`src/rtl/elastic_config_loader_pkg.sv`:
```
// Shared parameters and types for the elastic PE-array configuration loader.
// ElasticConfigData is the broadcast bus format seen by every PE.
package elastic_config_loader_pkg;

   localparam int DATA_WIDTH              = 16;
   localparam int OPERATION_BIT_LENGTH    = 4;
   localparam int INPUT_NUM_BIT_LENGTH    = 3;
   localparam int NEIGHBOR_PE_NUM         = 4;
   localparam int CONTEXT_SIZE_BIT_LENGTH = 4;
   // Entry PE ids are widened to this before decoding so the struct stays
   // independent of the per-instance PE_ID_WIDTH.
   localparam int ENTRY_PE_ID_W           = 16;

   typedef enum logic [1:0] {
      ST_IDLE,
      ST_LOAD,
      ST_START,
      ST_RUN
   } loader_state_t;

   typedef struct packed {
      logic [CONTEXT_SIZE_BIT_LENGTH-1:0] index;
      logic [INPUT_NUM_BIT_LENGTH-1:0]    in1;
      logic [INPUT_NUM_BIT_LENGTH-1:0]    in2;
      logic [NEIGHBOR_PE_NUM-1:0]         out_mask;
      logic [OPERATION_BIT_LENGTH-1:0]    op;
      logic [DATA_WIDTH-1:0]              const_data;
   } ElasticConfigData;

   typedef struct packed {
      logic [ENTRY_PE_ID_W-1:0] pe_id;
      ElasticConfigData         cfg;
   } config_entry_t;

endpackage

```
`src/rtl/elastic_config_loader_decoder.sv`:
```
// PE id to one-hot write strobe; ids at or above PE_NUM decode to all-zero.
module elastic_config_decoder
   import elastic_config_loader_pkg::*;
#(
   parameter int PE_NUM = 16
) (
   input  logic [ENTRY_PE_ID_W-1:0] i_pe_id,
   output logic [PE_NUM-1:0]        o_strobe,
   output logic                     o_in_range
);

   assign o_in_range = (i_pe_id < ENTRY_PE_ID_W'(PE_NUM));

   for (genvar g = 0; g < PE_NUM; g++) begin : g_strobe
      assign o_strobe[g] = o_in_range && (i_pe_id == ENTRY_PE_ID_W'(g));
   end

endmodule

```
`src/rtl/elastic_config_loader.sv`:
```
// Accepts a counted stream of config entries, broadcasts each to the PE array
// with a one-hot write strobe, then pulses start_exec once the load completes.
module elastic_config_loader
   import elastic_config_loader_pkg::*;
#(
   parameter int PE_NUM      = 16,
   parameter int PE_ID_WIDTH = 4
) (
   input  logic                               clk,
   input  logic                               reset,
   input  logic                               load_start,
   input  logic [15:0]                        load_entry_count,
   input  logic [CONTEXT_SIZE_BIT_LENGTH-1:0] load_context_max_id,
   input  logic                               exec_abort,
   input  logic [PE_ID_WIDTH-1:0]             entry_pe_id,
   input  logic [CONTEXT_SIZE_BIT_LENGTH-1:0] entry_context,
   input  logic [INPUT_NUM_BIT_LENGTH-1:0]    entry_in1,
   input  logic [INPUT_NUM_BIT_LENGTH-1:0]    entry_in2,
   input  logic [NEIGHBOR_PE_NUM-1:0]         entry_out_mask,
   input  logic [OPERATION_BIT_LENGTH-1:0]    entry_op,
   input  logic [DATA_WIDTH-1:0]              entry_const,
   input  logic                               valid_input,
   output logic                               stop_input,
   output logic [INPUT_NUM_BIT_LENGTH-1:0]    config_input_PE_index_1,
   output logic [INPUT_NUM_BIT_LENGTH-1:0]    config_input_PE_index_2,
   output logic [NEIGHBOR_PE_NUM-1:0]         config_output_PE_index,
   output logic [OPERATION_BIT_LENGTH-1:0]    config_op,
   output logic [DATA_WIDTH-1:0]              config_const_data,
   output logic [CONTEXT_SIZE_BIT_LENGTH-1:0] config_index,
   output logic [PE_NUM-1:0]                  write_config_data,
   output logic                               start_exec,
   output logic [CONTEXT_SIZE_BIT_LENGTH-1:0] mapping_context_max_id,
   output logic                               busy,
   output logic                               load_error
);

   loader_state_t                      r_state;
   logic [15:0]                        r_count;
   logic [15:0]                        r_acc;
   logic [CONTEXT_SIZE_BIT_LENGTH-1:0] r_max;
   ElasticConfigData                   r_cfg;
   logic [PE_NUM-1:0]                  r_wr;
   logic                               r_stop;
   logic                               r_start;
   logic                               r_busy;
   logic                               r_err;

   config_entry_t     w_entry;
   logic [PE_NUM-1:0] w_onehot;
   logic              w_in_range;
   logic              w_xfer;
   logic              w_reload;
   logic              w_entry_ok;
   logic              w_last;

   assign w_entry = '{
      pe_id: ENTRY_PE_ID_W'(entry_pe_id),
      cfg:   '{index: entry_context, in1: entry_in1, in2: entry_in2,
               out_mask: entry_out_mask, op: entry_op, const_data: entry_const}
   };

   elastic_config_decoder #(.PE_NUM(PE_NUM)) u_dec (
      .i_pe_id    (w_entry.pe_id),
      .o_strobe   (w_onehot),
      .o_in_range (w_in_range)
   );

   assign w_xfer     = valid_input && !r_stop && (r_state == ST_LOAD);
   assign w_entry_ok = w_in_range && (entry_context <= r_max);
   // r_acc < r_count holds in LOAD, so the increment never wraps.
   assign w_last     = ((r_acc + 16'd1) == r_count);
   assign w_reload   = load_start && ((r_state == ST_IDLE) || (r_state == ST_RUN));

   always_ff @(posedge clk) begin
      if (reset) begin
         r_state <= ST_IDLE;
         r_count <= '0;
         r_acc   <= '0;
         r_max   <= '0;
         r_cfg   <= '0;
         r_wr    <= '0;
         r_stop  <= 1'b1;
         r_start <= 1'b0;
         r_busy  <= 1'b0;
         r_err   <= 1'b0;
      end else begin
         r_wr    <= '0;
         r_start <= 1'b0;
         if (w_reload) begin
            r_count <= load_entry_count;
            r_max   <= load_context_max_id;
            r_acc   <= '0;
            r_err   <= 1'b0;
            r_busy  <= 1'b1;
            if (load_entry_count == 16'd0) begin
               r_state <= ST_START;
            end else begin
               r_state <= ST_LOAD;
               r_stop  <= 1'b0;
            end
         end else begin
            case (r_state)
               ST_LOAD: begin
                  if (w_xfer) begin
                     r_cfg <= w_entry.cfg;
                     r_acc <= r_acc + 16'd1;
                     if (w_entry_ok) r_wr  <= w_onehot;
                     else            r_err <= 1'b1;
                     if (w_last) begin
                        r_state <= ST_START;
                        r_stop  <= 1'b1;
                     end
                  end
               end
               ST_START: begin
                  r_start <= 1'b1;
                  r_state <= ST_RUN;
               end
               ST_RUN: begin
                  if (exec_abort) begin
                     r_state <= ST_IDLE;
                     r_busy  <= 1'b0;
                  end
               end
               default: ;
            endcase
         end
      end
   end

   assign stop_input              = r_stop;
   assign write_config_data       = r_wr;
   assign start_exec              = r_start;
   assign busy                    = r_busy;
   assign load_error              = r_err;
   assign mapping_context_max_id  = r_max;
   assign config_index            = r_cfg.index;
   assign config_input_PE_index_1 = r_cfg.in1;
   assign config_input_PE_index_2 = r_cfg.in2;
   assign config_output_PE_index  = r_cfg.out_mask;
   assign config_op               = r_cfg.op;
   assign config_const_data       = r_cfg.const_data;

endmodule

```
`config.mk`:
```
export PLATFORM = sky130hd
export DESIGN_NAME = elastic_config_loader
export DESIGN_NICKNAME = d
export VERILOG_FILES = /design/src/rtl/elastic_config_loader_pkg.sv /design/src/rtl/elastic_config_loader_decoder.sv /design/src/rtl/elastic_config_loader.sv
export SDC_FILE = /design/constraint.sdc
export NUM_CORES = 1
export LEC_CHECK = 0
export CORE_UTILIZATION = 47
export DETAILED_ROUTE_END_ITERATION = 10
export GPL_ROUTABILITY_DRIVEN = 0
export PLACE_DENSITY_LB_ADDON = 0.12
export SYNTH_ARGS = -nofsm -noshare
export SYNTH_HDL_FRONTEND = slang
export SYNTH_SLANG_ARGS = --single-unit
export TNS_END_PERCENT = 50
```
`constraint.sdc`:
```
create_clock -name clk -period 2.8 [get_ports clk]
set_input_delay 0.28 -clock clk [delete_from_list [all_inputs] [get_ports clk]]
set_output_delay 0.28 -clock clk [all_outputs]
set_load 0.005 [all_outputs]
```
### Yosys cells after proc, flatten, opt, wreduce, memory -nomap -nowiden

Index checks and enable logic that the tools add are counted.
W data, S select, Z words.

* flip-flop bits (word level): 92
* input bits: 63
* word-level logic and storage cells: 99

* add/subtract/negate cells: 1
* magnitude comparators: 2
* equal/unequal tests: 23
* mux-type cells: 15
* bitwise logic cells: 4
* reduce and logical (&&, ||, !) cells: 39

Operators with widths (count)
* $eq A4 B4 Y1 const B: 8
* $logic_not A16 Y1: 2
* $logic_and A1 B1 Y1: 20
* $add A16 B1 Y16 const B: 1
* $eq A16 B16 Y1: 1
* $eq A4 B3 Y1 const B: 4
* $mux W2: 5
* $reduce_bool A2 Y1: 5
* $mux W1: 9
* $ne A3 B3 Y1 const B: 3
* $eq A4 B2 Y1 const B: 2
* $reduce_and A4 Y1: 2
* $pmux W2 S3: 1
* $reduce_and A3 Y1: 2
* $lt A4 B5 Y1 const B: 1
* $reduce_or A5 Y1: 1
* $eq A2 B2 Y1 const B: 2
* $eq A4 B1 Y1 const B: 1
* $le A4 B4 Y1: 1
* $not A1 Y1: 4
* $reduce_and A2 Y1: 2
* $reduce_bool A4 Y1: 1
* $eq A2 B1 Y1 const B: 1
* $logic_not A2 Y1: 1
* 4 further kinds: 4

### Depth between registers and ports, before layout

* depth after elaboration: 6
* gate-level depth with buffers: 9
* depth with buffers taken out: 9

### Cells and area by module

Synthesis repeated with hierarchy kept, for this count alone.

* cell total of the unflattened synthesis: 519
* area total of the unflattened synthesis: 4297.9 sq um

By module, submodules not included
* elastic_config_loader: instances 1, cells an instance 473, area each 3868.7 sq um, sequential area each 1841.8 sq um
* elastic_config_decoder: instances 1, cells an instance 46, area each 429.2 sq um, sequential area each 0.0 sq um

### Least setup slack after synthesis

Ideal clock, no wire load.

* kind: reg2reg
* start point: register r_max[1], in the netlist mapping_context_max_id[1]
* end point: register r_wr[0], in the netlist write_config_data[0]
* setup time: 0.078 ns
* arrival time: 2.200 ns
* path slack: 0.522 ns
* stages on the path, launching flop included: 10
* clock period less this slack: 2.278 ns
* path through: dfxtp_1 inv_1 ha_1 nor2b_1 o21a_1 o21a_1 o21ai_0 nor3b_1 or3b_2 nor3_1

* longest elaborated chain between the ends: 4

RTL lines
* from (decl): line elastic_config_loader.sv:40 `logic [CONTEXT_SIZE_BIT_LENGTH-1:0] r_max;`
* from (signal assigned): line elastic_config_loader.sv:91 `r_max <= load_context_max_id;`
* $le A4 B4 Y1: line elastic_config_loader.sv:69 `assign w_entry_ok = w_in_range && (entry_context <= r_max);`
* $logic_and A1 B1 Y1: line elastic_config_loader.sv:69
* $not A1 Y1 (no line)
* $reduce_or A5 Y1 (no line)
* to (signal assigned): line elastic_config_loader.sv:107 `if (w_entry_ok) r_wr <= w_onehot;`
* to (decl): line elastic_config_loader.sv:42 `logic [PE_NUM-1:0] r_wr;`

Every way passes these cells.
A chain may end at the register's enable or synchronous reset.

### Final worst setup path

* start point: register r_acc[1]
* end point: register r_state[0]

* longest elaborated chain between the ends: 4

RTL lines
* from (decl): line elastic_config_loader.sv:39 `logic [15:0] r_acc;`
* from (signal assigned): line elastic_config_loader.sv:106 `r_acc <= r_acc + 16'd1;`
* $add A16 B1 Y16: line elastic_config_loader.sv:71 `assign w_last = ((r_acc + 16'd1) == r_count);`
* $eq A16 B16 Y1: line elastic_config_loader.sv:71
* $ne A3 B3 Y1 (no line)
* $reduce_and A4 Y1 (no line)
* to (signal assigned): line elastic_config_loader.sv:76 `r_state <= ST_IDLE;`
* to (signal assigned): line elastic_config_loader.sv:96 `r_state <= ST_START;`
* to (signal assigned): line elastic_config_loader.sv:98 `r_state <= ST_LOAD;`
* to (decl): line elastic_config_loader.sv:37 `loader_state_t r_state;`

Every way passes these cells.

==> results_dict.tcl <==
set metrics [dict create \
    cts_buffer_depth 2 \
    synthArstFlopShare 0 \
    synth_cell_type_count 51 \
    drcViolationCount 0 \
    vias 3761 \
    finClkSkew_ns 0.0147 \
    cts_tree "built" \
    cp-end-kind "flip-flop" \
    grt_pass1_vias 3566 \
    arrival_ns 2.79 \
    worst_pin_slew_ns 0.633 \
    cts_max_level 3 \
    ys_ff_latch 92 \
    fill_cells 695 \
    critPathRequiredTime_ns 3.05 \
    drt-initial-drc-count 159 \
    hold_viol 0 \
    rr_worst_depth 8 \
    insertion_delay_ns 0.36 \
    fmax_ghz 0.393 \
    nets 681 \
    synth_area_per_cell_um2 8.03 \
    ant_nets 0 \
    rsz0062_at_grt "no" \
    viasPerCell 5.24 \
    relSlewSlack 0.578 \
    fp.dieH_um 94.0 \
    post-route-period-util 0.909 \
    leakage_uw 0.00193 \
    dieArea_um2 8830 \
    critPathBufInv 0 \
    post_cts_buffers 0 \
    min_period_ns 2.55 \
    hold_path_class "reg2reg" \
    instances_no_fill 718 \
    vdd_drop_max_uv 328 \
    grt_max_degree 61 \
    p_total_uw 3170 \
    drive_gt1_frac 0.0636 \
    clk_pin_slew_worst_paths_ns 0.09 \
    ys_seq_area_frac 0.463 \
    ys_warn_count 0 \
    slew_viol_final 0 \
    wire_per_inst_um 13.7 \
    max_stage_delay_ns 0.41 \
    max-cap-violations 0 \
    setup_viol 0 \
    critPathKind "reg2reg" \
    wl_mm 9.86 \
    synth_edf_count 0 \
    dp_cells 702 \
    grt_pass1_wl_mm 16.4 \
    crit_chain "ha_1 > and2_0 > nand4_1 > xnor2_1 > or3_1 > a211oi_2 > a21oi_2 > mux2_4" \
    antenna_cells 0 \
    num_rows 33 \
    cts_buffers 9 \
    pin_count 121 \
    crit_fanout 6 \
    p_per_area_nw_per_um2 579 \
    synthCells 495 \
    firstDrtPassIters 4 \
    syn2layout_area_growth_pct 37.5 \
    status "complete, no violations" \
    cts-hold-fix-buffers 0 \
    root_buffer "clkbuf_8" \
    core_um2 8220 \
    hold_depth 2 \
    die_x_um 94.0 \
    syn-cell-area_um2 3970 \
    hpwlAfterDp_mm 7.06 \
    start_kind "flip-flop" \
    antenna_found_initial 0 \
    cp_num_cells 8 \
    portBuffers 120 \
    overflow 0 \
    critPathSlowestCell "dfxtp_1" \
    cts.sinks 92 \
    cp_top_family "simple AND/OR/NAND/NOR gates" \
    grt_usage 0.236 \
    synth_fp_nets 568 \
    initial_core_util 0.484 \
    synth_ff_type "dfxtp_1" \
]
## layout make-up
cell class              instances  area, µm²  share of cell area
multi-input cells             366       1980               0.362
flip-flops and latches         92       1840               0.337
repair buffers                130       1270               0.233
clock buffers                  10        138              0.0252
well taps                     105        131              0.0240
clock inverters                 6       70.1              0.0128
inverters                       9       33.8             0.00618
## path summary, 6_finish.rpt
check / from / endpoint / slack (ns)
hold / removal: config_const_data[1]$_SDFFE_PP0P_ / config_const_data[1]$_SDFFE_PP0P_ / 0.46
hold reg to reg: config_const_data[1]$_SDFFE_PP0P_ / config_const_data[1]$_SDFFE_PP0P_ / 0.46
setup / recovery: r_acc[1]$_SDFFE_PP0P_ / r_state[0]$_SDFFE_PP0P_ / 0.25
setup reg to reg: r_acc[1]$_SDFFE_PP0P_ / r_state[0]$_SDFFE_PP0P_ / 0.25
## report_power, final
| part | internal [µW] | switching, µW |
|---|---|---|
| Clock | 445 | 474 |
| Combinational | 361 | 406 |
| Sequential | 1400 | 77.7 |
## cell usage after synthesis (2+ instances only)
cell type | n | area [µm²]
and4_1 | 2 | 17.5
nand3b_1 | 3 | 22.5
o21ai_0 | 11 | 55.1
dfxtp_1 | 92 | 1840
buf_1 | 4 | 15.0
nand2_1 | 125 | 469
clkbuf_1 | 19 | 71.3
a31oi_1 | 3 | 18.8
a21oi_1 | 63 | 315
and3_1 | 4 | 25.0
nand4_1 | 6 | 37.5
xor2_1 | 13 | 114
o21a_1 | 2 | 15.0
o211ai_1 | 2 | 15.0
nor4_1 | 7 | 43.8
nand2b_1 | 5 | 31.3
buf_6 | 2 | 22.5
nand3_1 | 13 | 65.1
xnor2_1 | 13 | 114
nor3_1 | 7 | 35.0
ha_1 | 10 | 125
nor3b_1 | 2 | 15.0
a211o_1 | 2 | 17.5
nor2_1 | 42 | 158
inv_1 | 9 | 33.8
nor2b_1 | 2 | 12.5
or3_1 | 7 | 43.8
o31ai_1 | 2 | 15.0
## layer usage
| layer | vias up | track usage | share of wire | wire, µm |
|---|---|---|---|---|
| met2 | 112 | 0.375 | 0.48 | 4680 |
| met3 | 17 | 0.0809 | 0.077 | 762 |
| met4 | 0 | 0.0859 | 0.017 | 165 |
| met1 | 1738 | 0.293 | 0.43 | 4250 |
| met5 | - | 0 | 0 | 0 |
| li1 | 1894 | - | - | - |
## placed cells by master (no fill, tap or decap), drive strengths merged, types with 3 or more instances in the layout
cell,n
nand2,125
clkinv,3
a21oi,64
nor3,7
clkbuf,10
clkdlybuf4s50,119
nand3b,3
nor4,7
buf,11
ha,10
inv,11
nand2b,5
o21ai,11
and4,3
nor2,42
xnor2,13
and3,4
nand3,14
a31oi,3
dfxtp,92
nand4,7
xor2,13
or3,8
## sequential cells by signal, summed over array words and instances, names as in the netlist, 4 cells and up
name,flops
config_output_PE_index,4
config_const_data,16
config_index,4
config_op,4
write_config_data,16
mapping_context_max_id,4
r_count,16
r_acc,16
## through the flow
| stage | util | setup TNS (ns) | hold slack, ns | instance area (µm²) | worst slack (ns) |
|---|---|---|---|---|---|
| floorplan | - | 0 | 0.357 | 3970 | 0.522 |
| global placement | 0.639 | -0.314 | 0.441 | 5250 | -0.114 |
| detailed placement | 0.639 | -0.478 | 0.449 | 5250 | -0.153 |
| CTS | 0.665 | 0 | 0.452 | 5460 | 0.183 |
| global route | 0.665 | 0 | 0.457 | 5470 | 0.00486 |
| finish | 0.665 | 0 | 0.456 | 5470 | 0.255 |
## kinds of logic after synthesis
family / after synthesis / share of synthesized area
DFF: 92 / 0.463
buffers and inverters: 37 / 0.0403
xor gates and xnor gates: 26 / 0.0573
adders and majority gates: 10 / 0.0315
and+or+nand+nor: 235 / 0.269
muxes: 3 / 0.00913
AOI/OAI and AO/OA: 92 / 0.129
## worst register-to-register path, stage by stage (launching register included)
cell	delay (ns)
dfxtp_1	0.41
ha_1	0.24
and2_0	0.31
nand4_1	0.22
xnor2_1	0.17
or3_1	0.38
a211oi_2	0.28
a21oi_2	0.13
mux2_4	0.31
## what timing repair did
action / CTS / global route
endpoints found under the hold margin: 0 / 0
gates resized for setup: 0 / 1
endpoints found under the setup margin: 0 / 1
(Power assumes the default switching activity.)
